### src/rtl/e10_ti_param.sv
// Six-state Moore controller with data capture register and a counter-armed
// output payload (zero / invert / freeze), parametrised for benchmark reuse.
module e10_ti_param #(
   parameter int         NX          = 10,
   parameter int         NY          = 13,
   parameter int         CNT_W       = 4,
   parameter int         THRESH      = 5,
   parameter int         MODE        = 0,
   parameter logic [5:0] TRIG_STATES = 6'b000100,
   parameter bit         STICKY      = 1'b1
) (
   input  logic          clk,
   input  logic          rst,
   input  logic [NX-1:0] x,
   output logic [NY-1:0] y,
   output logic [2:0]    state_o,
   output logic          trig_o
);

   localparam int DW = NY - 6;
   localparam int XW = NX - 5;
   localparam logic [CNT_W-1:0] THR = CNT_W'(THRESH);

   typedef enum logic [2:0] {
      IDLE = 3'd0,
      ARM  = 3'd1,
      RUN  = 3'd2,
      HOLD = 3'd3,
      DONE = 3'd4,
      ERR  = 3'd5
   } state_t;

   state_t           state, state_nx;
   logic [DW-1:0]    d, d_load;
   logic [CNT_W-1:0] cnt;
   logic [NY-1:0]    yh, y_nom;
   logic [5:0]       onehot;
   logic [7:0]       trig_mask;
   logic             cnt_en;

   // Data field is zero-extended or LSB-truncated to fit the output slice.
   if (XW >= DW) begin : g_trunc
      assign d_load = x[5 +: DW];
   end else begin : g_zext
      assign d_load = {{(DW-XW){1'b0}}, x[NX-1:5]};
   end

   assign trig_mask = {2'b00, TRIG_STATES};
   assign cnt_en    = trig_mask[state] & x[4];

   always_comb begin
      // NOTE: every output of a combinational block gets a default first so no latch is inferred.
      state_nx = IDLE;
      onehot   = '0;
      case (state)
         IDLE: begin
            onehot[0] = 1'b1;
            state_nx  = x[0] ? ARM : IDLE;
         end
         ARM: begin
            onehot[1] = 1'b1;
            if (x[3])      state_nx = ERR;
            else if (x[1]) state_nx = IDLE;
            else           state_nx = RUN;
         end
         RUN: begin
            onehot[2] = 1'b1;
            if (x[3])      state_nx = ERR;
            else if (x[1]) state_nx = DONE;
            else if (x[2]) state_nx = HOLD;
            else           state_nx = RUN;
         end
         HOLD: begin
            onehot[3] = 1'b1;
            if (x[3])       state_nx = ERR;
            else if (!x[2]) state_nx = RUN;
            else            state_nx = HOLD;
         end
         DONE: begin
            onehot[4] = 1'b1;
            state_nx  = x[0] ? ARM : IDLE;
         end
         ERR: begin
            onehot[5] = 1'b1;
            state_nx  = (x[1] && !x[3]) ? IDLE : ERR;
         end
         default: state_nx = IDLE;
      endcase
   end

   assign y_nom   = {d, onehot};
   assign trig_o  = (cnt == THR);
   assign state_o = state;

   always_ff @(posedge clk or negedge rst) begin
      // NOTE: sequential state uses non-blocking assignments so all registers see pre-edge values.
      if (!rst) begin
         state <= IDLE;
         d     <= '0;
         cnt   <= '0;
         yh    <= '0;
      end else begin
         state <= state_nx;
         if (state == RUN) d <= d_load;
         if (!STICKY && state == IDLE) cnt <= '0;
         else if (cnt_en && cnt != THR) cnt <= cnt + 1'b1;
         if (!trig_o) yh <= y_nom;
      end
   end

   // Payload only reshapes the visible output; control and data paths are untouched.
   always_comb begin
      y = y_nom;
      if (trig_o) begin
         case (MODE)
            0:       y = '0;
            1:       y = ~y_nom;
            default: y = yh;
         endcase
      end
   end

endmodule

### config.mk
export PLATFORM = sky130hd
export DESIGN_NAME = e10_ti_param
export DESIGN_NICKNAME = d
export VERILOG_FILES = /design/src/rtl/e10_ti_param.sv
export SDC_FILE = /design/constraint.sdc
export NUM_CORES = 1
export LEC_CHECK = 0
export ABC_AREA = 1
export ABC_CLOCK_PERIOD_IN_PS = 1850
export BUFFER_PORTS_ARGS = -buffer_cell sky130_fd_sc_hd__buf_2
export CAP_MARGIN = 10
export CORE_MARGIN = 4
export CORE_UTILIZATION = 39
export CTS_CLUSTER_DIAMETER = 40
export DETAILED_ROUTE_END_ITERATION = 7
export GPL_ROUTABILITY_DRIVEN = 0
export PLACE_DENSITY = 0.67
export SLEW_MARGIN = 10
export SYNTH_ARGS = -nofsm -noshare
export SYNTH_HDL_FRONTEND = slang
export SYNTH_SLANG_ARGS = --single-unit
### constraint.sdc
create_clock -name clk -period 1.85 [get_ports clk]
set_input_delay 0.37 -clock clk [delete_from_list [all_inputs] [get_ports clk]]
set_output_delay 0.37 -clock clk [all_outputs]
set_load 0.02 [all_outputs]
Word-level counts from Yosys, hierarchy flattened
Memory sizes are Yosys's and may differ from the RTL's.
Index checks and enable logic that the tools add are counted.
{"block": "word_totals", "ff_bits": 12, "wordCells": 36, "mem_count": 1, "out_inout_bits": 17, "in_bits": 12, "rom_bits": 8}
{"memory": "(name not given)", "words": 8, "width": 1, "read_ports": 1, "rd_ports_with_merged_regs": 0, "wr": 0, "line": "49", "rtl": "assign cnt_en = trig_mask[state] & x[4];"}
{"block": "classes", "n_addsub": 1, "muxes": 17, "reduce_logical": 5, "bitwise_logic": 1, "n_eq_ne": 7, "magnitude_cmp": 1}
{"operator": "$mux W3", "count": 5}
{"operator": "$pmux W3 S5", "count": 1}
{"operator": "$mux W11", "count": 1}
{"operator": "$mux W1", "count": 9}
{"operator": "$eq A3 B2 Y1 const B", "count": 2}
{"operator": "$eq A3 B3 Y1 const B", "count": 2}
{"operator": "$add A4 B1 Y4 const B", "count": 1}
{"operator": "$eq A4 B3 Y1 const B", "count": 1}
{"operator": "$lt A3 B4 Y1 const B", "count": 1}
{"operator": "$ne A4 B3 Y1 const B", "count": 1}
{"operator": "$eq A3 B1 Y1 const B", "count": 1}
{"operator": "$logic_not A3 Y1", "count": 1}
{"operator": "$logic_and A1 B1 Y1", "count": 2}
{"operator": "$mux W2", "count": 1}
{"operator": "$reduce_or A2 Y1", "count": 1}
{"operator": "$and A1 B1 Y1", "count": 1}
{"operator": "$logic_not A1 Y1", "count": 1}

Logic depth before layout (Yosys ltp)
{"block": "depth", "depth_word": 4, "depth_mapped": 6, "ltp_nobuf": 6}

Worst setup path after synthesis
Ideal clock, no wire load.
{"block": "synth_timing", "path_kind": "register to output", "startpoint": "reg cnt[0]", "endpoint": "out y[0]", "path_buffers": 1, "arrival_time_ns": 1.380, "t_required_ns": 1.480, "stages_incl_launch_ff": 6, "path_slack_ns": 0.100, "cell_sequence": "dfrtp_1 ha_1 nand2_1 nor2_2 buf_4 nor3_1"}
{"block": "synth_via", "elab_chain_cells": 2}
{"element": "from (decl)", "line": "35", "rtl": "logic [CNT_W-1:0] cnt;"}
{"element": "from (signal assigned)", "line": "106", "rtl": "else if (cnt_en && cnt != THR) cnt <= cnt + 1'b1;"}
{"element": "$eq A4 B3 Y1", "line": "92", "rtl": "assign trig_o = (cnt == THR);"}
{"element": "via trig_o", "line": "17", "rtl": "output logic trig_o"}
{"element": "$mux W11", "line": "114", "rtl": "if (trig_o) begin"}
{"element": "to (decl)", "line": "15", "rtl": "output logic [NY-1:0] y,"}
The timed path passes the listed nets, and every way through them passes these cells.

Final worst setup path
{"block": "layout_timing", "startpoint": "reg cnt[1]", "endpoint": "out y[8]"}
{"block": "layout_via", "elab_chain_cells": 2}
{"element": "$eq A4 B3 Y1", "line": "92"}
{"element": "$mux W11", "line": "114"}
Every way passes these cells.

==> results.toml <==
[clock_network]
cts_tree = "done"
root_buffer = "clkbuf_4"
clock_path_buffers = 2
clk_latency_ns = 0.27
h-tree-depth = 1
cts_buffers = 3
clk_pin_slew_worst_paths_ns = 0.08
clkSinkCount = 12

[routing]
route.vias.total = 715
routed-wl-met2_um = 745
firstDrtPassIters = 4
drc = 0
wl_um = 1646
m1WireLength_um = 742
maxUsedRoutingLayer = "met4"
ant_nets = 0
drtIter0Drc = 9
vias_per_cell = 4.613
route.met3.wl_um = 126
wl_per_cell_um = 10.62

[synthesis]
synth_area_sq_um = 754.5
ys_seq_area_frac = 0.3980
syn_inst = 99
yosysUniqueCellTypes = 23
yosys_register_bits = 12
avgSynthCellArea_sq_um = 7.621
synth.yosys.warnings = 0

[timing]
fin_tns_setup_ns = -0.001250
finalCritPeriodShare = 1.001
grt_setup_unrepaired = "true"
clock_skew_ns = 0.001117
fmax_ghz = 0.5402
slew_viol_final = 0
finalSetupViolCount = 1
period_minus_slack_ns = 1.851
final_hold_viol_count = 0
holdWs_ns = 0.2984
setup_ws_ns = -0.001250

[global_routing]
grt_pass1_wl_um = 2656
grt_use_total = 0.1355
grt_start_max_net_pins = 13
grt_overflow_total = 0
grt_pass1_vias = 625
antenna_found_initial = 0

[setup_path]
critical_path.slowest_cell = "dfrtp_1"
cp_cell_sequence = "inv_1, ha_2, nand2_2, nor2_4, buf_6, nor2_2, buf_6"
path_buf_inv = 3
critPathLaunchType = "flop"
crit_path_end_kind = "primary output"
required_ns = 1.48
path_delay_family = "flip-flops"
path_class = "reg -> out"
slowest_delay_ns = 0.39
critPathMaxFanout = 7
cp.arrival_ns = 1.48
path_common_cell = "buf_6"

[floorplan]
initial_core_util = 0.4232
die_area_sq_um = 2702
core_region_area_sq_um = 1783
die_x_um = 51.99
ios = 29
fp.dieH_um = 51.99
fp-row-count = 15

[cells_and_area]
post-route-cell-area_sq_um = 1016
drive_above_1_share = 0.4154
post-route-util = 0.5698
final_common_cell = "nand2_1"
area_growth_pct = 34.66
nets = 145
final_cell_mix = "nand2_1 (26), buf_2 (20), inv_1 (13), dfrtp_1 (11), nand3_1 (9)"
num_antenna_cells = 0

[pwr]
powerDensity_nw_per_um2 = 1555
ir_worst_vdd_v = 0.0009352
p_leak_nw = 0.5471
power_w = 0.001580

[min_path]
hp-class = "in -> reg"

[placement]
place_area_sq_um = 885.9
numPortBuffers = 26
dpl.hpwl_um = 1174

[outcome]
violations = "setup timing"
status = "finished with violations"

[job]
max_cap_viol_count = 0
-- area by class of cell --
cell class | instances | area, sq um
Inverter | 15 | 56.30
Multi-Input combinational cell | 68 | 382.9
Sequential cell | 12 | 301.5
Fill cell | 167 | 767.0
Tap cell | 25 | 31.28
Timing Repair Buffer | 31 | 207.7
Clock buffer | 4 | 36.28
-- cells in the mapped netlist, drive strengths merged --
library cell,n,share of area
nor3,3,0.020
nand2,28,0.15
nor2,10,0.066
nand4,1,0.0083
dfrtp,12,0.40
inv,15,0.075
nand3,10,0.073
conb,1,0.0050
nor4,2,0.017
a21oi,1,0.0066
o21ai,6,0.065
ha,2,0.033
buf,5,0.055
a21boi,1,0.010
or2,1,0.0083
xor2,1,0.012
-- power breakdown --
| part | internal (W) | switching [W] |
|---|---|---|
| logic | 0.000384 | 0.000535 |
| registers | 0.000369 | 0.0000789 |
| clock network | 0.000120 | 0.0000933 |
-- what timing repair did --
item	4_1_cts	5_1_grt
hold buffers	1	0
pin swaps	1	1
resized for setup	4	17
hold endpoints to repair	12	0
buffers inserted	2	1
setup endpoints to repair	6	11
-- metal layers --
metal,vias up,global-route usage
met5,-,0
met4,0,0.06550
met3,5,0.03438
met1,316,0.1726
li1,369,-
met2,25,0.2113
-- through the flow --
step           cells  worst slack, ns
6_report         155        -0.001250
5_1_grt          155         -0.08262
4_1_cts          154         0.002407
3_5_place_dp     147           0.1866
3_3_place_gp     147           0.2315
2_1_floorplan    100           0.1004
-- worst reg2reg max path: cells and delay by family (launching register included) --
kind,cells,cell delay [ns]
buffers and inverters,1,0.13
DFF,1,0.43
and+or+nand+nor,5,0.65
-- final timing paths --
| path | start | end | slack, ns | cells past startpoint |
|---|---|---|---|---|
| max | cnt[1] | y[8] | -0.001 | 7 |
| min | x[6] | d[1] | 0.30 | 3 |
| max reg2reg | state_o[2] | cnt[3] | 0.54 | 6 |
| min reg2reg | d[1] | d[1] | 0.53 | 2 |
| max in group asynchronous | rst | state_o[1] | 1.12 | 2 |
| min in group asynchronous | rst | d[3] | 0.50 | 2 |
-- state kept, by name, summed over array words and instances, names as in the netlist --
register,cells
state_o,3
d,5
cnt,4
-- kinds of logic (layout without fill, tap and decap cells) --
family	count (synthesis)	after routing	synth area share
and+or+nand+nor	55	55	0.3416
buffers and inverters	20	50	0.1294
DFF	12	12	0.3980
AOI/OAI and AO/OA	8	8	0.08125
adders and majority gates	2	2	0.03316
other	1	2	0.004970
xor gates and xnor gates	1	1	0.01161
(Power assumes the default switching activity.)
